`src/rtl/uxn_pkg.sv`:
```
// Shared definitions for the uxn ALU and its working-stack sequencer.
package uxn_pkg;

    localparam int unsigned STACK_AW = 8;

    typedef enum logic [3:0] {
        ALU_ADD = 4'd0,
        ALU_SUB = 4'd1,
        ALU_MUL = 4'd2,
        ALU_DIV = 4'd3,
        ALU_AND = 4'd4,
        ALU_OR  = 4'd5,
        ALU_XOR = 4'd6,
        ALU_SFT = 4'd7
    } alu_ops;

    typedef enum logic [1:0] {
        CMD_PUSH = 2'b00,
        CMD_POP  = 2'b01,
        CMD_ALU  = 2'b10,
        CMD_RSVD = 2'b11
    } cmd_kind_t;

    typedef enum logic [1:0] {
        ERR_OK        = 2'b00,
        ERR_UNDERFLOW = 2'b01,
        ERR_OVERFLOW  = 2'b10,
        ERR_ILLEGAL   = 2'b11
    } err_t;

endpackage

```
`src/rtl/stack_ram.sv`:
```
// 256x8 working-stack storage: one synchronous read port, one write port, no reset.
module stack_ram
    import uxn_pkg::*;
(
    input  logic                clk,
    input  logic                we,
    input  logic [STACK_AW-1:0] waddr,
    input  logic [7:0]          wdata,
    input  logic [STACK_AW-1:0] raddr,
    output logic [7:0]          rdata
);
    localparam int unsigned ENTRIES = 1 << STACK_AW;

    logic [7:0] mem [ENTRIES];

    always_ff @(posedge clk) begin
        if (we) begin
            mem[waddr] <= wdata;
        end
        rdata <= mem[raddr];
    end

endmodule

```
`src/rtl/alu_stack_sequencer.sv`:
```
// Working-stack front end for the 8-bit ALU: PUSH/POP/ALU commands in, one
// response pulse per command out, operands and result moved through stack_ram.
module alu_stack_sequencer
    import uxn_pkg::*;
#(
    parameter int unsigned DEPTH = 256
) (
    input  logic       clk,
    input  logic       rst,
    input  logic       cmd_valid,
    output logic       cmd_ready,
    input  logic [1:0] cmd_kind,
    input  logic [3:0] cmd_alu_op,
    input  logic [7:0] cmd_data,
    output logic [7:0] alu_op1,
    output logic [7:0] alu_op2,
    output logic [3:0] alu_operation,
    input  logic [7:0] alu_result,
    input  logic       alu_carry,
    input  logic       alu_zero,
    output logic       rsp_valid,
    output logic [7:0] rsp_data,
    output logic       rsp_carry,
    output logic       rsp_zero,
    output logic [1:0] rsp_err,
    output logic [8:0] depth
);
    localparam int unsigned DW = 8;
    localparam int unsigned CW = STACK_AW + 1;
    localparam logic [CW-1:0] FULL = CW'(DEPTH);

    typedef enum logic [3:0] {
        S_IDLE, S_PUSH_WR, S_POP_RD, S_RSP, S_RD_B, S_RD_A, S_EXEC, S_WB, S_ERR
    } state_t;

    state_t              state, state_d;
    logic [STACK_AW-1:0] sp, sp_d;
    logic [CW-1:0]       depth_d;
    logic [DW-1:0]       data_q, data_d;
    logic [3:0]          op_q, op_d;
    logic [DW-1:0]       alu_op1_d, alu_op2_d;
    logic [3:0]          alu_operation_d;
    logic                rsp_valid_d, rsp_carry_d, rsp_zero_d;
    logic [DW-1:0]       rsp_data_d;
    err_t                rsp_err_d;

    logic                ram_we_c;
    logic [STACK_AW-1:0] ram_waddr_c, ram_raddr_c;
    logic [DW-1:0]       ram_wdata_c, ram_rdata;

    stack_ram u_ram (
        .clk   (clk),
        .we    (ram_we_c),
        .waddr (ram_waddr_c),
        .wdata (ram_wdata_c),
        .raddr (ram_raddr_c),
        .rdata (ram_rdata)
    );

    // State and datapath registers
    always_ff @(posedge clk) begin
        if (rst) begin
            state         <= S_IDLE;
            sp            <= '0;
            depth         <= '0;
            data_q        <= '0;
            op_q          <= '0;
            cmd_ready     <= 1'b0;
            alu_op1       <= '0;
            alu_op2       <= '0;
            alu_operation <= '0;
            rsp_valid     <= 1'b0;
            rsp_data      <= '0;
            rsp_carry     <= 1'b0;
            rsp_zero      <= 1'b0;
            rsp_err       <= '0;
        end else begin
            state         <= state_d;
            sp            <= sp_d;
            depth         <= depth_d;
            data_q        <= data_d;
            op_q          <= op_d;
            cmd_ready     <= (state_d == S_IDLE);
            alu_op1       <= alu_op1_d;
            alu_op2       <= alu_op2_d;
            alu_operation <= alu_operation_d;
            rsp_valid     <= rsp_valid_d;
            rsp_data      <= rsp_data_d;
            rsp_carry     <= rsp_carry_d;
            rsp_zero      <= rsp_zero_d;
            rsp_err       <= rsp_err_d;
        end
    end

    // Next state, next outputs and RAM port control. The top of stack is read
    // speculatively while idle so POP data and operand b arrive one cycle after accept.
    always_comb begin
        state_d         = state;
        sp_d            = sp;
        depth_d         = depth;
        data_d          = data_q;
        op_d            = op_q;
        alu_op1_d       = alu_op1;
        alu_op2_d       = alu_op2;
        alu_operation_d = alu_operation;
        rsp_valid_d     = 1'b0;
        rsp_data_d      = rsp_data;
        rsp_carry_d     = rsp_carry;
        rsp_zero_d      = rsp_zero;
        rsp_err_d       = err_t'(rsp_err);
        ram_we_c        = 1'b0;
        ram_waddr_c     = sp;
        ram_wdata_c     = data_q;
        ram_raddr_c     = sp - STACK_AW'(1);

        case (state)
            S_IDLE: begin
                if (cmd_valid && cmd_ready) begin
                    data_d      = cmd_data;
                    op_d        = cmd_alu_op;
                    rsp_valid_d = 1'b1;
                    rsp_data_d  = '0;
                    rsp_carry_d = 1'b0;
                    rsp_zero_d  = 1'b0;
                    rsp_err_d   = ERR_OK;
                    state_d     = S_ERR;
                    case (cmd_kind_t'(cmd_kind))
                        CMD_PUSH: begin
                            if (depth == FULL) begin
                                rsp_err_d = ERR_OVERFLOW;
                            end else begin
                                state_d    = S_PUSH_WR;
                                rsp_data_d = cmd_data;
                            end
                        end
                        CMD_POP: begin
                            if (depth == '0) begin
                                rsp_err_d = ERR_UNDERFLOW;
                            end else begin
                                state_d     = S_POP_RD;
                                rsp_valid_d = 1'b0;
                            end
                        end
                        CMD_ALU: begin
                            if (depth < CW'(2)) begin
                                rsp_err_d = ERR_UNDERFLOW;
                            end else if (cmd_alu_op > 4'(ALU_SFT)) begin
                                rsp_err_d = ERR_ILLEGAL;
                            end else begin
                                state_d     = S_RD_B;
                                rsp_valid_d = 1'b0;
                            end
                        end
                        default: rsp_err_d = ERR_ILLEGAL;
                    endcase
                end
            end
            S_PUSH_WR: begin
                ram_we_c = ~rst;
                sp_d     = sp + STACK_AW'(1);
                depth_d  = depth + CW'(1);
                state_d  = S_IDLE;
            end
            S_POP_RD: begin
                rsp_valid_d = 1'b1;
                rsp_data_d  = ram_rdata;
                rsp_carry_d = 1'b0;
                rsp_zero_d  = 1'b0;
                rsp_err_d   = ERR_OK;
                state_d     = S_RSP;
            end
            S_RSP: begin
                sp_d    = sp - STACK_AW'(1);
                depth_d = depth - CW'(1);
                state_d = S_IDLE;
            end
            S_RD_B: begin
                alu_op2_d   = ram_rdata;
                ram_raddr_c = sp - STACK_AW'(2);
                state_d     = S_RD_A;
            end
            S_RD_A: begin
                alu_op1_d       = ram_rdata;
                alu_operation_d = op_q;
                state_d         = S_EXEC;
            end
            S_EXEC: begin
                rsp_valid_d = 1'b1;
                rsp_data_d  = alu_result;
                rsp_carry_d = alu_carry;
                rsp_zero_d  = alu_zero;
                rsp_err_d   = ERR_OK;
                state_d     = S_WB;
            end
            S_WB: begin
                ram_we_c    = ~rst;
                ram_waddr_c = sp - STACK_AW'(2);
                ram_wdata_c = rsp_data;
                sp_d        = sp - STACK_AW'(1);
                depth_d     = depth - CW'(1);
                state_d     = S_IDLE;
            end
            S_ERR:   state_d = S_IDLE;
            default: state_d = S_IDLE;
        endcase
    end

endmodule

```
`config.mk`:
```
export PLATFORM = sky130hd
export DESIGN_NAME = alu_stack_sequencer
export DESIGN_NICKNAME = d
export VERILOG_FILES = /design/src/rtl/uxn_pkg.sv /design/src/rtl/stack_ram.sv /design/src/rtl/alu_stack_sequencer.sv
export SDC_FILE = /design/constraint.sdc
export NUM_CORES = 2
export LEC_CHECK = 0
export ABC_AREA = 0
export BUFFER_PORTS_ARGS = -buffer_cell sky130_fd_sc_hd__buf_2
export CORE_MARGIN = 1.5
export CORE_UTILIZATION = 50
export DETAILED_ROUTE_END_ITERATION = 8
export PLACE_DENSITY = 0.67
export SYNTH_ARGS = -nofsm -noshare
export SYNTH_HDL_FRONTEND = slang
export SYNTH_SLANG_ARGS = --single-unit
```
`constraint.sdc`:
```
create_clock -name clk -period 7.4 [get_ports clk]
set_input_delay 1.11 -clock clk [delete_from_list [all_inputs] [get_ports clk]]
set_output_delay 1.11 -clock clk [all_outputs]
set_load 0.01 [all_outputs]
```
==> run summary <==
Utilization after layout -> 0.559
CTS buffer count -> 209
Synth cell types -> 75
Die height -> 422 um
Row Count -> 153
Area contributors post-synth -> edfxtp_1 (70%), nand2_1 (5.0%), mux2i_1 (4.6%), nand3_1 (2.1%), dfxtp_1 (1.7%)
Max-slew headroom -> 0.0384
Multi-input logic area -> 0.0231 mm2
Final instance area -> 0.0973 mm2
Fillers -> 13,900
# H-tree levels -> 4
Total Nets Final -> 6,346
Antenna violations before repair -> 6
CP cell instances -> inv_1 -> ha_4 -> nor2b_1 -> mux2i_4 -> buf_12 -> o221ai_1 -> nor2_1 -> nor4_1 -> nor4_1 -> a2bb2oi_1 -> nor4_1
Most frequent cells in the layout -> edfxtp_1 (2,048), nand2_1 (1,147), mux2i_1 (402), nand3_1 (370), nor2_1 (348)
Worst VDD drop -> 0.249 mV
Synth Flop Type -> edfxtp_1
P_leak -> 31.6 nW
Post-CTS Setup Inserts -> 0
Top cell type's share of synthesized area -> 0.699
Hold Violations, Final -> 0
Crit path DAT -> 6.48 ns
Vias/cell -> 6.55
Maximum clock path buffer count -> 3
Crit path launch type -> flop
Async SR Flop Fraction -> 0
Area post-placement -> 0.0906 mm2
Worst skew pair latency -> 0.86 ns
Final WS setup -> 1.66 ns
Area leader, netlist -> edfxtp_1
DP HPWL -> 152,000 um
Total track usage -> 0.288
Most common cell after layout, fill and taps aside -> edfxtp_1
DRC -> 0
Pre-CTS setup slack -> 1.78 ns
Worst setup path start -> sp[0]
Storage element area -> 0.0630 mm2
Avg Inst Size Synth -> 13.8 um2
Slew @ Worst Pin -> 1.43 ns
Skew final -> 0.0475 ns
Critical path class -> flop to flop
Slowest cell on the critical path -> nor4_1
Cells after Synth -> 6,379
Hold buffer count at CTS -> 0
Ys Warns -> 0
Max-Cap Viols -> 0
Initial DRC Count -> 8,427
Pin count of the biggest net entering global routing -> 199
Starting Density -> 0.505
Post-Route WL -> 262,000 um
Final setup fails -> 0
Layout area overhead -> 10.7%
Sequential fraction of the synthesis area -> 0.717
Number of synthesized flops with an enable pin -> 2,048
Share of layout cells above drive strength 1 -> 0.0893
Worst-path clk slew -> 0.06 ns
RSZ-0062 raised after global routing -> false
Die Width -> 422 um
Non-Filler Instances -> 8,813
Crit path capture type -> flop
Fmax -> 174 MHz
DR vias -> 57,700
CP max stage delay -> 1.21 ns
Hold Path Origin -> op_q[1]
Syn nets -> 6,423
I/O pins -> 70
Number of synthesized register bits -> 2,123
Core Box Area -> 0.174 mm2
Synthesized cell area -> 0.0879 mm2
HP Class -> flop to flop
IO buf count -> 69
Wirelength per Cell -> 29.7 um
DIE AREA -> 0.178 mm2
GRT Residual Overflow -> 0
Initial DRT Pass Iterations -> 6
CTS sink count -> 2,123
GP Congestion -> 0.887
Period minus WS final -> 5.74 ns
Critical Path RT -> 8.15 ns
Slew Viols, Final -> 0
CTS resizes -> 0
Status -> finished, final reports clean
Post-route ant nets -> 0
Final Cycle Share -> 0.775
Sum Neg Setup Slack -> 0 ns
Vias in the first global route -> 55,100
CTS Root Cell -> clkbuf_16
Reg2reg start -> sp[0]
CTS tree -> yes
Pwr/cell area -> 280 mW/mm2
Most used cell, CP -> nor4_1
First-pass GRT wire length -> 380,000 um
Placed cell count -> 8,416
CP max FO -> 96
## stage by stage
step | total power, W | hold WS, ns
after floorplan | 0.0156 | 0.432
after global placement | 0.0169 | 0.441
after detailed placement | 0.0169 | 0.444
after CTS | 0.0272 | 0.439
after global routing | 0.0279 | 0.473
final | 0.0273 | 0.451
## kinds of logic after synthesis
group                    Yosys count  synth area share
flip-flops                      2123             0.717
buffers and inverters            502            0.0245
multiplexers                     436            0.0533
AND/OR/NAND/NOR                 2233             0.110
adder cells (fa/ha/maj)           17           0.00250
XOR/XNOR                          34           0.00347
AO/OA/AOI/OAI                   1034            0.0893
## registers in the layout, summed over array words and instances (netlist names), 2 cells and up
name	flops
data_q	8
u_ram.rdata	8
op_q	4
alu_op2	8
rsp_err	2
alu_operation	4
alu_op1	8
rsp_data	8
sp	8
depth	9
state	4
u_ram.mem	2048
## power breakdown
group,total [W],internal (W),switching (W)
clock,0.0105,0.00586,0.00466
combinational,0.00330,0.000897,0.00240
sequential,0.0135,0.0133,0.000123
## path summary, 6_finish.rpt
| kind | cells past startpoint | slack [ns] | to |
|---|---|---|---|
| worst min-delay path | 2 | 0.45 | alu_operation[1] |
| worst max register to register | 11 | 1.66 | u_ram.rdata[2] |
| worst min register to register | 2 | 0.45 | alu_operation[1] |
| worst max-delay path | 11 | 1.66 | u_ram.rdata[2] |
## worst max-delay path: cells and delay by family, from the launching register on
kind | cells | cell delay, ns
fa+ha+maj | 1 | 0.89
mux | 1 | 0.86
compound gates | 2 | 0.41
simple gates | 5 | 1.98
flops | 1 | 0.73
buf+inv | 2 | 0.66
## layer usage
metal	vias up	global-route usage	part of all wire
li1	24500	-	-
met1	29100	0.390	0.38
met2	3536	0.443	0.46
met3	600	0.0694	0.12
met4	8	0.128	0.047
met5	-	0	0.00024
## synthesized netlist by cell type, types with 13 or more instances
library cell	n
mux4_2	25
nand3_1	370
xnor2_1	23
ha_1	16
buf_1	52
inv_1	13
and3_1	45
a311oi_1	83
mux2i_1	404
o21ai_0	37
a32o_1	14
nor3_1	47
a222oi_1	33
nand4_1	34
edfxtp_1	2048
a31oi_1	208
nor4_1	22
nor2b_1	158
a21oi_1	121
o22ai_1	38
buf_4	19
nand2_1	1168
dfxtp_1	75
o211ai_1	24
a211oi_1	32
a2111oi_0	147
clkbuf_1	298
nor2_1	349
o221ai_1	140
buf_2	110
a32oi_1	87
## layout make-up
cell class	instances	area share
tap	2325	0.0299
clock buffer	257	0.0565
inverter	14	0.000540
multi-input combinational	3754	0.237
timing repair buffer	200	0.0161
sequential	2123	0.647
clock inverter	137	0.0126
antenna	3	0.0000771
Power figures use the tool's default switching activity.
